**src/rtl/x9_mc_core.sv**
```systemverilog
// x9_mc_core: multicycle x9 core with req/ack instruction and data memory ports.
//
// Executes the 9-bit x9 ISA one instruction at a time through a small FSM:
//   FETCH -> EXEC -> (MEM) -> FETCH, with HALT as a terminal state.
// The register file (16 x DW), carry flag, ALU and PC are internal. The LUT
// is external and combinational; it is addressed from IR in every state.
//
// Optional feature: define X9_MC_BUS_TIMEOUT_EN to enable a bus watchdog.
// When enabled, a request left waiting TIMEOUT cycles forces HALT with err=1.
// When not defined, err is tied low and the core waits indefinitely.
//
// Ports:
//   clk, start_n            clock, async active-low reset
//   imem_req/addr/ack/data  instruction fetch handshake (addr = PC)
//   dmem_req/we/addr/wdata  data access handshake
//   dmem_ack/rdata          data completion, load data
//   lut_type/key/data       external LUT lookup (combinational)
//   halt, err               core halted, bus timeout
//   instr_count             saturating retired-instruction counter
module x9_mc_core #(
  parameter int DW       = 8,
  parameter int PCW      = 16,
  parameter int RESET_PC = 0,
  parameter int CNTW     = 16,
  parameter int TIMEOUT  = 255
) (
  input  logic            clk,
  input  logic            start_n,
  output logic            imem_req,
  output logic [PCW-1:0]  imem_addr,
  input  logic            imem_ack,
  input  logic [8:0]      imem_data,
  output logic            dmem_req,
  output logic            dmem_we,
  output logic [DW-1:0]   dmem_addr,
  output logic [DW-1:0]   dmem_wdata,
  input  logic            dmem_ack,
  input  logic [DW-1:0]   dmem_rdata,
  output logic [2:0]      lut_type,
  output logic [4:0]      lut_key,
  input  logic [7:0]      lut_data,
  output logic            halt,
  output logic            err,
  output logic [CNTW-1:0] instr_count
);

  if (DW < 5 || TIMEOUT < 1) begin : g_bad_param
    $error("x9_mc_core: DW must be >= 5 and TIMEOUT >= 1");
  end

  localparam logic [2:0] OP_LW  = 3'd0;
  localparam logic [2:0] OP_SW  = 3'd1;
  localparam logic [2:0] OP_SET = 3'd2;
  localparam logic [2:0] OP_ADD = 3'd3;
  localparam logic [2:0] OP_SHF = 3'd4;
  localparam logic [2:0] OP_NEG = 3'd5;
  localparam logic [2:0] OP_BR  = 3'd6;
  localparam logic [2:0] OP_MOV = 3'd7;

  localparam logic [DW-1:0] DW_L = DW'(DW);

  typedef enum logic [1:0] {S_FETCH, S_EXEC, S_MEM, S_HALT} state_t;
  state_t state, state_nxt;

  logic [8:0]          ir;
  logic [PCW-1:0]      pc;
  logic [15:0][DW-1:0] rf;
  logic                carry;
  logic [CNTW-1:0]     cnt;

  // Memory operation captured in EXEC so the bus fields stay stable in MEM.
  logic [DW-1:0] mem_addr_q;
  logic [DW-1:0] mem_wdata_q;
  logic [3:0]    mem_dst_q;
  logic          mem_we_q;

  // Decode
  logic [2:0] opcode;
  logic [1:0] funct;
  logic       rt;
  logic [4:0] imm5;
  logic [3:0] rd;
  logic       is_lwr, is_halt, is_mem;

  assign opcode  = ir[8:6];
  assign funct   = ir[1:0];
  assign rt      = ir[5];
  assign imm5    = ir[4:0];
  assign rd      = ir[5:2];
  assign is_lwr  = (opcode == OP_ADD) && (funct == 2'b11);
  assign is_halt = (opcode == OP_NEG) && (funct == 2'b11);
  assign is_mem  = (opcode == OP_LW) || (opcode == OP_SW) || is_lwr;

  // LUT addressing follows IR continuously.
  always_comb begin
    lut_type = 3'd0;
    lut_key  = imm5;
    case (opcode)
      OP_SW: lut_type = 3'd1;
      OP_BR: begin
        lut_type = 3'd2 + {1'b0, funct};
        lut_key  = {1'b0, rd};
      end
      default: ;
    endcase
  end

  // ALU / branch evaluation for EXEC
  logic [DW-1:0]  op_a, op_b, shamt, alu_res;
  logic [DW:0]    sum;
  logic           alu_c, alu_we, br_taken;
  logic [3:0]     alu_dst;
  logic [PCW-1:0] pc_inc, br_tgt;
  logic [CNTW-1:0] cnt_inc;

  assign op_a    = rf[0];
  assign op_b    = rf[1];
  assign shamt   = op_b % DW_L;
  assign pc_inc  = pc + PCW'(1);
  assign br_tgt  = PCW'(lut_data);
  assign cnt_inc = (cnt == '1) ? cnt : cnt + CNTW'(1);

  always_comb begin
    alu_res  = '0;
    alu_c    = carry;
    alu_we   = 1'b0;
    alu_dst  = rd;
    br_taken = 1'b0;
    sum      = '0;
    case (opcode)
      OP_SET: begin
        alu_res = DW'(imm5);
        alu_dst = {3'b000, rt};
        alu_we  = 1'b1;
      end
      OP_ADD: begin
        case (funct)
          2'b00, 2'b01: begin
            // ADDC folds the carry in; ADD ignores it.
            sum     = {1'b0, op_a} + {1'b0, op_b} +
                      {{DW{1'b0}}, (funct[0] & carry)};
            alu_res = sum[DW-1:0];
            alu_c   = sum[DW];
            alu_we  = 1'b1;
          end
          2'b10: begin
            alu_res = op_a - op_b;
            alu_c   = (op_a >= op_b);
            alu_we  = 1'b1;
          end
          default: ; // LWR completes in MEM
        endcase
      end
      OP_SHF: begin
        case (funct)
          2'b00: begin alu_res = op_a << shamt;            alu_we = 1'b1; end
          2'b01: begin alu_res = $signed(op_a) >>> shamt;  alu_we = 1'b1; end
          2'b10: begin alu_res = op_a >> shamt;            alu_we = 1'b1; end
          default: ; // NOP, still retires
        endcase
      end
      OP_NEG: begin
        case (funct)
          2'b00: begin alu_res = -op_a;       alu_we = 1'b1; end
          2'b01: begin alu_res = op_a & op_b; alu_we = 1'b1; end
          2'b10: begin alu_res = op_a | op_b; alu_we = 1'b1; end
          default: ; // HALT
        endcase
      end
      OP_BR: begin
        case (funct)
          2'b00: br_taken = (op_a == op_b);
          2'b01: br_taken = (op_a != op_b);
          2'b10: br_taken = ($signed(op_a) < $signed(op_b));
          default: br_taken = (op_a < op_b);
        endcase
      end
      OP_MOV: begin
        alu_res = rf[rd];
        alu_dst = {3'b000, ir[1]};
        alu_we  = 1'b1;
      end
      default: ; // LW / SW handled in MEM
    endcase
  end

  // Bus watchdog
  logic tmo;
`ifdef X9_MC_BUS_TIMEOUT_EN
  localparam int TW = $clog2(TIMEOUT + 1);
  logic [TW-1:0] tcnt;
  logic          bus_wait;
  logic          err_q;

  assign bus_wait = (imem_req & ~imem_ack) | (dmem_req & ~dmem_ack);
  // Fires on the TIMEOUT-th consecutive cycle a request waits without ack.
  assign tmo      = bus_wait && (tcnt == TW'(TIMEOUT - 1));
  assign err      = err_q;

  always_ff @(posedge clk or negedge start_n) begin
    if (!start_n) begin
      tcnt  <= '0;
      err_q <= 1'b0;
    end else begin
      tcnt <= bus_wait ? tcnt + TW'(1) : '0;
      if (tmo) err_q <= 1'b1;
    end
  end
`else
  assign tmo = 1'b0;
  assign err = 1'b0;
`endif

  // FSM state register
  always_ff @(posedge clk or negedge start_n) begin
    if (!start_n) state <= S_FETCH;
    else          state <= state_nxt;
  end

  // FSM next state and bus outputs. Requests are gated by start_n so an
  // in-flight transaction is dropped the moment reset asserts.
  always_comb begin
    state_nxt  = state;
    imem_req   = start_n && (state == S_FETCH);
    dmem_req   = start_n && (state == S_MEM);
    dmem_we    = start_n && (state == S_MEM) && mem_we_q;
    imem_addr  = pc;
    dmem_addr  = mem_addr_q;
    dmem_wdata = mem_wdata_q;
    halt       = (state == S_HALT);
    case (state)
      S_FETCH: if (imem_req && imem_ack) state_nxt = S_EXEC;
      S_EXEC: begin
        if (is_halt)     state_nxt = S_HALT;
        else if (is_mem) state_nxt = S_MEM;
        else             state_nxt = S_FETCH;
      end
      S_MEM:   if (dmem_req && dmem_ack) state_nxt = S_FETCH;
      default: ;
    endcase
    if (tmo) state_nxt = S_HALT;
  end

  assign instr_count = cnt;

  // Datapath
  always_ff @(posedge clk or negedge start_n) begin
    if (!start_n) begin
      ir          <= '0;
      pc          <= PCW'(RESET_PC);
      rf          <= '0;
      carry       <= 1'b0;
      cnt         <= '0;
      mem_addr_q  <= '0;
      mem_wdata_q <= '0;
      mem_dst_q   <= '0;
      mem_we_q    <= 1'b0;
    end else begin
      case (state)
        S_FETCH: if (imem_req && imem_ack) ir <= imem_data;
        S_EXEC: begin
          if (alu_we) rf[alu_dst] <= alu_res;
          carry       <= alu_c;
          mem_addr_q  <= is_lwr ? op_a : DW'(lut_data);
          mem_wdata_q <= rf[rt];
          mem_we_q    <= (opcode == OP_SW);
          mem_dst_q   <= is_lwr ? rd : {3'b000, rt};
          if (!is_mem && !is_halt) begin
            pc  <= br_taken ? br_tgt : pc_inc;
            cnt <= cnt_inc;
          end
        end
        S_MEM: begin
          if (dmem_req && dmem_ack) begin
            if (!mem_we_q) rf[mem_dst_q] <= dmem_rdata;
            pc  <= pc_inc;
            cnt <= cnt_inc;
          end
        end
        default: ;
      endcase
    end
  end

endmodule

```
**config.mk**
```make
export PLATFORM = sky130hd
export DESIGN_NAME = x9_mc_core
export DESIGN_NICKNAME = d
export VERILOG_FILES = /design/src/rtl/x9_mc_core.sv
export SDC_FILE = /design/constraint.sdc
export NUM_CORES = 1
export LEC_CHECK = 0
export BUFFER_PORTS_ARGS = -buffer_cell sky130_fd_sc_hd__buf_2
export CORE_ASPECT_RATIO = 1.25
export CORE_MARGIN = 10
export CORE_UTILIZATION = 40
export CTS_BUF_LIST = sky130_fd_sc_hd__clkbuf_4 sky130_fd_sc_hd__clkbuf_8
export DETAILED_ROUTE_END_ITERATION = 8
export GPL_TIMING_DRIVEN = 0
export SETUP_SLACK_MARGIN = 0.1
export SYNTH_ARGS = -nofsm -noshare
export SYNTH_HDL_FRONTEND = slang
export SYNTH_SLANG_ARGS = --single-unit
```
**constraint.sdc**
```tcl
create_clock -name clk -period 3.5 [get_ports clk]
set_input_delay 0.7 -clock clk [delete_from_list [all_inputs] [get_ports clk]]
set_output_delay 0.7 -clock clk [all_outputs]
set_load 0.05 [all_outputs]
```
==> results.md, run 1 <==
* # port buffers at 88
* HPWL after DPL at approximately 39000 um
* Slack of the worst reg-to-reg path at about 0.090 ns
* Die width at ~180 um
* IO Count at 90
* DRT iter0 DRCs at approximately 1400
* Clk sinks at 193
* Worst setup SP type: register
* Critical path required time at approximately 3.9 ns
* Final Skew at approximately 0.025 ns
* Clock-pin slew on the worst setup and hold paths at 0.13 ns
* Fill count at ~3100
* Synthesized cell area at roughly 13000 sq um
* Die Y at between 200 and 250 um
* Pwr dens at 1056 nW/um^2
* Synth Register Bits at between 150 and 200
* Total power at roughly 16000 uW
* Initial antenna violation count at 0
* Slew HR at 0.2887
* Htree depth at 4
* Register area share after synthesis at 0.3696
* Critical path data arrival time at 3.77 ns
* Core Region at around 32000 sq um
* Critical path class: register to register
* Final ANT Viol Nets at 0
* Max VDD drop at between 0.4 and 0.5 mV
* Vias in the first global route at about 13000
* Syn-to-layout area delta at 14.01%
* TritonCTS clock tree: built
* Overflow after GRT at 0
* Setup violators final at 0
* FF-to-FF path depth at 9
* Worst setup EP type: register
* Sequential cell area at 4840 sq um
* Initial Util at 0.4076
* DR WL/cell at about 27 um
* Largest fanout on the critical path at 10
* Area of the multi-input gates at around 7600 sq um
* # placed instances at 1945
* RSZ-0062 raised after global routing: yes
* Leak pwr at 0.006118 uW
* Root Driver: clkbuf_8
* Remaining DRCs at 0
* Routed WL at ~54000 um
* Final period util at 0.9743
* Gp weighted congestion at between 1 and 1.5
* Detailed Routing Iterations Pass 1 at 6
* Tot GR Track Use at 0.2595
* First-pass GRT wire length at around 80000 um
* R2r endpoint: op_a[5]$_DFFE_PN0P_
* Clock buffer depth at 2
* Crit path largest cell delay at 0.65 ns
* Hold Path Class: primary input to asynchronous set/reset pin
* Syn Nets at around 1500
* Cells after Synth at around 1400
* Worst-margin pin slew at ~1.1 ns
* CTS Hold Bufs at 0
* FMAX at a little under 300 MHz
* Post-synth EDFFs at 0
* Status: finished clean
* TritonCTS buffer count at 17
* Vias at 12861
* Asr flop ratio synth at 1.000
* Critical Path, Cell by Cell: buf_4 -> buf_4 -> mux4_2 -> mux2i_1 -> o22ai_1 -> a21oi_1 -> o211a_2 -> buf_6 -> o221ai_1
* Cell mode on critical path: buf_4
* Tmin final at about 3.4 ns
* Max_cap viols at 0
* Ys Warns at 0
* Non-filler cells, final at between 1500 and 2000
* Die area at a little over 40000 sq um
* Main synth FF type: dfrtp_1
* Clk Latency, worst-skew pair at 0.51 ns
* Mean Syn Cell Area at approximately 9.0 sq um
* Rows at 73
* Final Slew Violations at 0
* Cell variety after synth at between 70 and 80
* CP max-delay cell: dfrtp_1
* Vias per inst at 6.434
* Worst Setup SP: ir[4]$_DFFE_PN0P_
* Final-report hold violation count at 0
* R2r startpoint: ir[4]$_DFFE_PN0P_
* Layout cell share with drive strength beyond 1 at 0.2074
* Worst setup endpoint: op_a[5]$_DFFE_PN0P_
* Nets@finish at 1639
* Largest net degree at the start of global routing at 103
## per-layer routing
metal,GRT usage,up-vias,wire length (um),share of wire
met5,0,-,0,0
met4,0.1522,0,3412,0.063
met3,0.04522,203,4454,0.082
met2,0.4141,775,25040,0.46
met1,0.3219,6298,21200,0.39
li1,-,5585,-,-
## cell families (layout without fill, tap and decap cells)
logic type               count (synthesis)  in the layout  synth area share
AO/OA/AOI/OAI                          390            390            0.2138
other                                    1              2         0.0002870
flip-flops                             193            193            0.3696
buffers and inverters                  160            302           0.05918
adder cells (fa/ha/maj)                 37             37           0.03715
AND/OR/NAND/NOR                        538            538            0.1864
multiplexers                           100            100            0.1153
XOR/XNOR                                25             25           0.01819
## cell usage in the layout, fill, tap and decap left out, types with 14 or more instances in the layout
master | synthesis | routed
nand2_1 | 238 | 238
dfrtp_1 | 193 | 185
nor2_1 | 133 | 131
buf_2 | 43 | 122
o221ai_1 | 75 | 75
o21ai_0 | 69 | 68
a21oi_1 | 53 | 49
inv_1 | 47 | 46
mux2i_1 | 44 | 44
nand3_1 | 42 | 41
buf_4 | 14 | 39
o22ai_1 | 37 | 37
mux4_2 | 32 | 32
ha_1 | 34 | 32
clkbuf_1 | 42 | 29
o21a_1 | 24 | 24
a22oi_1 | 23 | 23
nor3_1 | 21 | 21
and3_1 | 20 | 20
mux2_2 | 19 | 19
clkbuf_8 | 0 | 18
xor2_1 | 14 | 14
o21ai_1 | 14 | 14
## per-stage QoR
| step | setup slack (ns) | TNS (ns) | hold slack [ns] | util | instance area [sq um] |
|---|---|---|---|---|---|
| floorplan | 0.4436 | 0 | 0.4044 | - | 13070 |
| global placement | -3.771 | -864.26 | 0.4630 | 0.4374 | 14020 |
| detailed placement | -0.9544 | -76.95 | 0.4717 | 0.4386 | 14060 |
| CTS | 0.02289 | 0 | 0.1428 | 0.4591 | 14720 |
| global route | 0.04650 | 0 | 0.1568 | 0.4646 | 14890 |
| finish | 0.08999 | 0 | 0.1142 | 0.4647 | 14900 |
## area by class of cell
type | instances | area share
antenna | 1 | 0.0001680
buffer | 110 | 0.04628
clock buffer | 17 | 0.01571
clock inverter | 15 | 0.01134
inverter | 48 | 0.01235
multi-input combinational | 1091 | 0.5090
sequential | 193 | 0.3249
tap | 412 | 0.03460
timing repair buffer | 112 | 0.04569
## repair_timing
item / CTS / global route
resized for setup: 49 / 33
setup endpoints to repair: 149 / 107
buffers inserted: 11 / 11
cloned: 1 / 0
pin swaps: 5 / 3
## worst max-delay path, delay by kind of cell, from the launching register on
kind	cells	cell delay, ns
flops	1	0.65
mux	2	0.70
compound gates	4	0.98
buf+inv	3	0.93
## power breakdown
part	total [uW]	switching (uW)	internal (uW)
registers	3810	757	3050
logic	10300	6930	3410
clock network	1580	978	599
## sequential cells by signal, indices dropped and copies added, names as in the netlist, 4 cells and up
| signal | flops |
|---|---|
| rf | 112 |
| imem_addr | 16 |
| instr_count | 16 |
| ir | 9 |
| dmem_addr | 8 |
| dmem_wdata | 8 |
| op_a | 8 |
| op_b | 8 |
| mem_dst_q | 4 |
## cell usage after synthesis (19+ instances only)
| library cell | count | area [sq um] |
|---|---|---|
| nand2_1 | 238 | 893.4 |
| dfrtp_1 | 193 | 4830 |
| nor2_1 | 133 | 499.2 |
| o221ai_1 | 75 | 656.9 |
| o21ai_0 | 69 | 345.3 |
| a21oi_1 | 53 | 265.3 |
| inv_1 | 47 | 176.4 |
| mux2i_1 | 44 | 440.4 |
| buf_2 | 43 | 215.2 |
| clkbuf_1 | 42 | 157.7 |
| nand3_1 | 42 | 210.2 |
| o22ai_1 | 37 | 231.5 |
| ha_1 | 34 | 425.4 |
| mux4_2 | 32 | 720.7 |
| o21a_1 | 24 | 180.2 |
| a22oi_1 | 23 | 172.7 |
| nor3_1 | 21 | 105.1 |
| and3_1 | 20 | 125.1 |
| mux2_2 | 19 | 214.0 |
## how the worst min path moves through the flow
stage | start | cells after the start | to | slack [ns]
after floorplan | start_n | 0 | carry$_DFFE_PN0P_ | 0.40
after detailed placement | rf[83]$_DFFE_PN0P_ | 2 | rf[83]$_DFFE_PN0P_ | 0.47
after global routing | start_n | 1 | imem_addr[9]$_DFFE_PN0P_ | 0.16
after global placement | rf[52]$_DFFE_PN0P_ | 2 | rf[52]$_DFFE_PN0P_ | 0.46
final | start_n | 1 | imem_addr[9]$_DFFE_PN0P_ | 0.11
after CTS | start_n | 1 | imem_addr[9]$_DFFE_PN0P_ | 0.14
(Power assumes the default switching activity.)
==> run 2, diff against run 1 <==
==> constraint.sdc (replaced) <==
create_clock -name clk -period 3.5 [get_ports clk]
set_input_delay 0.175 -clock clk [delete_from_list [all_inputs] [get_ports clk]]
set_output_delay 0.175 -clock clk [all_outputs]
set_load 0.05 [all_outputs]
==> results.md, run 2 (same netlist as run 1, synthesis figures left out) <==
* Status: finished clean
* Slew HR at 0.2217 (-0.06694)
* Vias at 12864 (+0.023%)
* Tot GR Track Use at 0.2594 (about the same)
* Die area at 40340 sq um (unchanged)
* Number of flip-flops in the largest register at 112 (unchanged)
* Sw Ratio at 0.5515 (about the same)
* Clk sinks at 193 (unchanged)
* Clock power share at 0.101 (about the same)
* Area of the multi-input gates at 7586 sq um (about the same)
* Vias in the first global route at 12665 (+0.65%)
* Initial Util at 0.4076 (unchanged)
* Vias per inst at 6.384 (-0.77%)
* Largest fanout on the critical path at 10 (unchanged)
* Crit path largest cell delay at 0.65 ns (about the same)
* Hold Path Sink: imem_addr[2]$_DFFE_PN0P_
* Routed WL at 53990 um (-0.21%)
* Critical path data arrival time at 3.75 ns (-0.02 ns)
* # port buffers at 88 (unchanged)
* Worst-margin pin slew at 1.158 ns (+0.09965 ns)
* Rows at 73 (unchanged)
* Max VDD drop at 0.4693 mV (-4.0%)
* Area post-placement at 14060 sq um (unchanged)
* Largest net degree at the start of global routing at 100 (-2.9%)
* Die Y at 222.1 um (unchanged)
* Crit path max-delay family: compound AO/OA/AOI/OAI gates
* Worst path bufs/invs at 3 (unchanged)
* CP max-delay cell: dfrtp_1
* Logic gate share of total power at 0.657 (about the same)
* DR WL/cell at 26.79 um (-1.0%)
* First-pass GRT wire length at 81000 um (+0.19%)
* Detailed Routing Iterations Pass 1 at 6 (unchanged)
* Largest Register: rf
* Critical path class: register to register
* IO Count at 90 (unchanged)
* Final instance area at 15040 sq um (+0.96%)
* Critical Path, Cell by Cell: buf_4 -> buf_4 -> mux4_2 -> mux2i_1 -> o22ai_1 -> a21oi_1 -> o211a_2 -> buf_6 -> o221ai_1
* HPWL after DPL at 39000 um (unchanged)
* Nets@finish at 1655 (+0.98%)
* Critical path required time at 3.87 ns (about the same)
* Final-report hold violation count at 0 (unchanged)
* Tmin final at 3.382 ns (-0.02764 ns)
* Psw at 8658 uW (about the same)
* Final ANT Viol Nets at 0 (unchanged)
* R2r endpoint: op_a[5]$_DFFE_PN0P_
* Hold depth at 3
* TritonCTS clock tree: built
* Final period util at 0.9664 (-0.007897)
* Hold Path Class: primary input to register
* Htree depth at 4 (unchanged)
* Worst setup EP type: register
* FF-to-FF path depth at 9 (unchanged)
* Layout cell share with drive strength beyond 1 at 0.2029 (-0.004569)
* Setup violators final at 0 (unchanged)
* RSZ-0062 raised after global routing: yes
* Pwr dens at 1044 nW/um^2 (-1.1%)
* Commonest non-fill, non-tap cell in the layout: nand2_1
* Cell mode on critical path: buf_4
* Core Region at 32060 sq um (unchanged)
* Slack of the worst reg-to-reg path at 0.12 ns (+0.03 ns)
* Root Driver: clkbuf_8
* Total power at 15700 uW (-0.18%)
* Clock-pin slew on the worst setup and hold paths at 0.14 ns (about the same)
* Sequential cell area at 4840 sq um (unchanged)
* Die width at 181.7 um (unchanged)
* Commonest non-fill, non-tap cells in the layout: 238 x nand2_1, 185 x dfrtp_1, 131 x nor2_1, 124 x buf_2, 75 x o221ai_1
* Overflow after GRT at 0 (unchanged)
* Final Slew Violations at 0 (unchanged)
* HP Start: lut_data[2]
* Max_cap viols at 0 (unchanged)
* FMAX at 295.7 MHz (+0.82%)
* Fill count at 3095 (-0.80%)
* TritonCTS buffer count at 17 (unchanged)
* Syn-to-layout area delta at 15.10%
* Worst setup SP type: register
* R2r startpoint: ir[4]$_DFFE_PN0P_
* Clk Latency, worst-skew pair at 0.52 ns (about the same)
* Remaining DRCs at 0 (unchanged)
* Final Skew at 0.02987 ns (+0.004997 ns)
* Setup TNS at 0 ns (unchanged)
* Initial antenna violation count at 1 (+1)
* Critical path depth in cells at 9 (unchanged)
* Clock buffer depth at 2 (unchanged)
* Internal power at 7041 uW (-0.30%)
* DRT iter0 DRCs at 1421 (+2.2%)
* Leak pwr at 0.006179 uW (+0.98%)
* Gp weighted congestion at 1.050 (unchanged)
* Part of the power in registers at 0.243 (about the same)
-- run 2: cell types whose count changed in the layout (fill, tap and decap cells not counted), sizes merged --
cell / change
dlygate4sd3: +20
clkbuf: -2
buf: -1
bufbuf: -1
-- run 2: worst max path at each step --
stage / start / endpoint / slack [ns]
after global routing: op_a[0]$_DFFE_PN0P_ / rf[126]$_DFFE_PN0P_ / 0.09
after global placement: start_n / rf[127]$_DFFE_PN0P_ / -3.25
after CTS: ir[0]$_DFFE_PN0P_ / rf[126]$_DFFE_PN0P_ / 0.02
after floorplan: ir[0]$_DFFE_PN0P_ / rf[126]$_DFFE_PN0P_ / 0.44
after detailed placement: ir[0]$_DFFE_PN0P_ / rf[49]$_DFFE_PN0P_ / -0.73
final: ir[4]$_DFFE_PN0P_ / op_a[5]$_DFFE_PN0P_ / 0.12
-- run 2: cell type report --
cell class / instances / share of cell area
Multi-Input combinational cell: 1091 / 0.5044
Sequential cell: 193 / 0.3218
Timing Repair Buffer: 129 / 0.05641
Buffer: 109 / 0.04393
Tap cell: 412 / 0.03428
Clock buffer: 17 / 0.01556
Inverter: 48 / 0.01223
Clock inverter: 15 / 0.01123
Antenna cell: 1 / 0.0001664
-- run 2: metal layers --
metal | up-vias | wire (um) | track usage
met4 | 2 | 3245 | 0.1454
li1 | 5604 | - | -
met3 | 195 | 4201 | 0.04522
met1 | 6359 | 21500 | 0.3242
met2 | 704 | 25020 | 0.4140
met5 | - | 16 | 0
-- run 2: worst register-to-register path, cell delays in order (launching register included) --
cell and delay (ns):
dfrtp_1 0.65, buf_4 0.38, buf_4 0.31, mux4_2 0.38
mux2i_1 0.31, o22ai_1 0.17, a21oi_1 0.26, o211a_2 0.39
buf_6 0.25, o221ai_1 0.15
-- run 2: timing repair --
item,4_1_cts,5_1_grt
resized for setup,40,34
setup buffers,11,8
hold buffers,21,0
cloned,0,0
endpoints found under the setup margin,147,103
hold endpoints to repair,115,0
pin swaps,5,3
-- run 2: power groups by stage --
stage / Sequential (uW) / Combinational [uW] / Clock (uW)
6_report: 3810 / 10300 / 1580
5_1_grt: 3870 / 10800 / 1660
4_1_cts: 3780 / 9880 / 1580
3_5_place_dp: 3820 / 9500 / 0
3_3_place_gp: 3810 / 9450 / 0
2_1_floorplan: 4180 / 5890 / 0
-- run 2: metrics by stage --
stage | util | cells | hold WS [ns] | setup slack (ns)
after floorplan | - | 1444 | -0.1206 | 0.4436
after global placement | 0.4374 | 1944 | 0.4106 | -3.246
after detailed placement | 0.4386 | 1945 | 0.2766 | -0.7303
after CTS | 0.4643 | 2008 | 0.002813 | 0.02289
after global routing | 0.4690 | 2014 | 0.01817 | 0.08651
final | 0.4691 | 2015 | 0.006155 | 0.1176
==> run 3, diff against run 2 <==
CORE_UTILIZATION = 55   (was 40)
PLACE_DENSITY = 0.74   (was default)
RECOVER_POWER = 50   (was default)
SLEW_MARGIN = 20   (was default)
==> results.md, run 3 (same netlist as run 1, synthesis figures left out) <==
* Status: complete, but fails checks
* Failing checks: capacitance limit, slew limit
* Logic gate share of total power at 0.650 (-0.007)
* Clock power share at 0.105 (+0.004)
* Hold Path Class: primary input to register
* Clk sinks at 193 (unchanged)
* Final ANT Viol Nets at 0 (unchanged)
* Final period util at 0.9646 (-0.001821)
* # port buffers at 88 (unchanged)
* Clock-pin slew on the worst setup and hold paths at 0.10 ns (-0.04 ns)
* Hold Slack at 0.03269 ns (+0.02653 ns)
* Largest Register: rf
* Layout cell share with drive strength beyond 1 at 0.1802 (-0.02270)
* Setup TNS at 0 ns (unchanged)
* DRT iter0 DRCs at 1463 (+3.0%)
* Initial antenna violation count at 0 (-1)
* Sw Ratio at 0.5395 (-0.01200)
* Syn-to-layout area delta at 13.76%
* Critical path required time at 3.91 ns (+0.04 ns)
* Worst setup EP type: register
* R2r endpoint: rf[126]$_DFFE_PN0P_
* Final Slew Violations at 98 (+98)
* Critical path class: register to register
* Cell mode on critical path: buf_6
* Non-filler cells, final at 1896 (-5.9%)
* Pwr dens at 1038 nW/um^2 (-0.55%)
* Hold Path Sink: dmem_addr[0]$_DFFE_PN0N_
* Tmin final at 3.376 ns (-0.006372 ns)
* HP Start: lut_data[0]
* Commonest non-fill, non-tap cells in the layout: 238 x nand2_1, 184 x dfrtp_1, 131 x nor2_1, 83 x buf_2, 75 x o221ai_1
* Area post-placement at 13950 sq um (-0.79%)
* Initial Util at 0.5544 (+0.1468)
* Psw at 8325 uW (-3.9%)
* RSZ-0062 raised after global routing: yes
* Core Region at 23570 sq um (-26%)
* FF-to-FF path depth at 15 (+6)
* CP max-delay cell: dfrtp_1
* Worst-margin pin slew at 2.254 ns (+1.096 ns)
* Part of the power in registers at 0.245 (+0.002)
* Clk Latency, worst-skew pair at 0.51 ns (about the same)
* Largest net degree at the start of global routing at 98 (-2.0%)
* N_diodes at 0 (-1)
* Die width at 157.9 um (-13%)
* Setup violators final at 0 (unchanged)
* TritonCTS buffer count at 17 (unchanged)
* Max_cap viols at 1 (+1)
* Gp weighted congestion at 1.028 (-2.1%)
* FMAX at 296.2 MHz (+0.19%)
* Overflow after GRT at 0 (unchanged)
* Hold depth at 3 (unchanged)
* Rows at 63 (-14%)
* Final-report hold violation count at 0 (unchanged)
* Remaining DRCs at 0 (unchanged)
* Vias at 12910 (+0.36%)
* Final Skew at 0.01997 ns (-0.009902 ns)
* Clock buffer depth at 2 (unchanged)
* HPWL after DPL at 37220 um (-4.6%)
* Root Driver: clkbuf_8
* DR WL/cell at 26.62 um (-0.66%)
* Routed WL at 50470 um (-6.5%)
* TritonCTS clock tree: built
* Max VDD drop at 0.5123 mV (+9.2%)
* Commonest non-fill, non-tap cell in the layout: nand2_1
* # placed instances at 1826 (-6.1%)
* Slew HR at -0.5028 (-0.7245)
* Tot GR Track Use at 0.3341 (+0.07476)
* Critical path data arrival time at 3.78 ns (+0.03 ns)
* IO Count at 90 (unchanged)
* Number of flip-flops in the largest register at 112 (unchanged)
* Detailed Routing Iterations Pass 1 at 6 (unchanged)
* Crit path largest cell delay at 0.43 ns (-0.22 ns)
* Internal power at 7105 uW (+0.92%)
* Htree depth at 4 (unchanged)
* First-pass GRT wire length at 76780 um (-5.2%)
* Final instance area at 14860 sq um (-1.2%)
* Slack of the worst reg-to-reg path at 0.12 ns (about the same)
* Die area at 30360 sq um (-25%)
* Leak pwr at 0.006079 uW (-1.6%)
* Nets@finish at 1658 (+0.18%)
* Critical Path, Cell by Cell: buf_6 -> clkbuf_8 -> and2_4 -> fa_2 -> inv_1 -> fa_1 -> nand2b_4 -> a21oi_2 -> nor3_1 -> mux2i_1 -> a311oi_4 -> buf_6 -> o21ba_2 -> buf_6 -> o41ai_4
* Worst setup SP type: register
* R2r startpoint: ir[0]$_DFFE_PN0P_
* Vias per inst at 6.809 (+6.7%)
* Die Y at 192.3 um (-13%)
* Vias in the first global route at 12718 (+0.42%)
* Largest fanout on the critical path at 10 (unchanged)
[run 3: power groups by stage]
stage	clock [uW]	sequential [uW]	combinational, uW
detailed placement	0	3780	9250
global route	1700	3840	10600
global placement	0	3750	9130
finish	1620	3780	10000
CTS	1620	3740	9560
floorplan	0	4180	5890
[run 3: routing by layer]
metal / up-vias / track usage / share of wire
met4: 0 / 0.2233 / 0.073
li1: 5596 / - / -
met3: 207 / 0.06176 / 0.089
met2: 816 / 0.5419 / 0.47
met1: 6291 / 0.3976 / 0.37
met5: - / 0 / 0
[run 3: per-stage QoR]
stage	power [uW]	utilization	setup slack [ns]
3_3_place_gp	12880	0.5886	-3.429
5_1_grt	16150	0.6307	0.04308
4_1_cts	14930	0.6257	0.07413
3_5_place_dp	13020	0.5918	-0.7227
6_report	15430	0.6307	0.1240
2_1_floorplan	10070	-	0.4436
[run 3: area by class of cell]
cell class | instances | area [sq um]
plain buffers | 109 | 644.4
clock buffers | 17 | 234.0
clock inverters | 14 | 175.2
fillers | 2048 | 8705
inverters | 48 | 183.9
multi-input cells | 1091 | 7614
flip-flops and latches | 193 | 4841
well taps | 292 | 365.4
repair buffers | 132 | 807.0
[run 3: what timing repair did]
action / 4_1_cts / 5_1_grt
hold endpoints to repair: 118 / 0
hold buffers: 22 / 0
pin swaps: 3 / 3
resized for setup: 41 / 28
buffers inserted: 7 / 13
endpoints found under the setup margin: 145 / 91
[run 3: worst max-delay path by stage]
| stage | depth (start not counted) | endpoint | slack, ns | startpoint |
|---|---|---|---|---|
| floorplan | 14 | rf[126]$_DFFE_PN0P_ | 0.44 | ir[0]$_DFFE_PN0P_ |
| global placement | 8 | rf[126]$_DFFE_PN0P_ | -3.43 | start_n |
| detailed placement | 14 | rf[126]$_DFFE_PN0P_ | -0.72 | ir[0]$_DFFE_PN0P_ |
| CTS | 15 | rf[126]$_DFFE_PN0P_ | 0.07 | ir[0]$_DFFE_PN0P_ |
| global route | 12 | imem_addr[6]$_DFFE_PN0P_ | 0.04 | op_a[0]$_DFFE_PN0P_ |
| finish | 15 | rf[126]$_DFFE_PN0P_ | 0.12 | ir[0]$_DFFE_PN0P_ |
[run 3: worst max-delay path: cells and delay by family (launching register included)]
family	cells	cell delay [ns]
AO/OA/AOI/OAI	4	0.91
buffers and inverters	5	0.70
flip-flops	1	0.43
adder cells (fa/ha/maj)	2	0.62
multiplexers	1	0.17
AND/OR/NAND/NOR	3	0.43
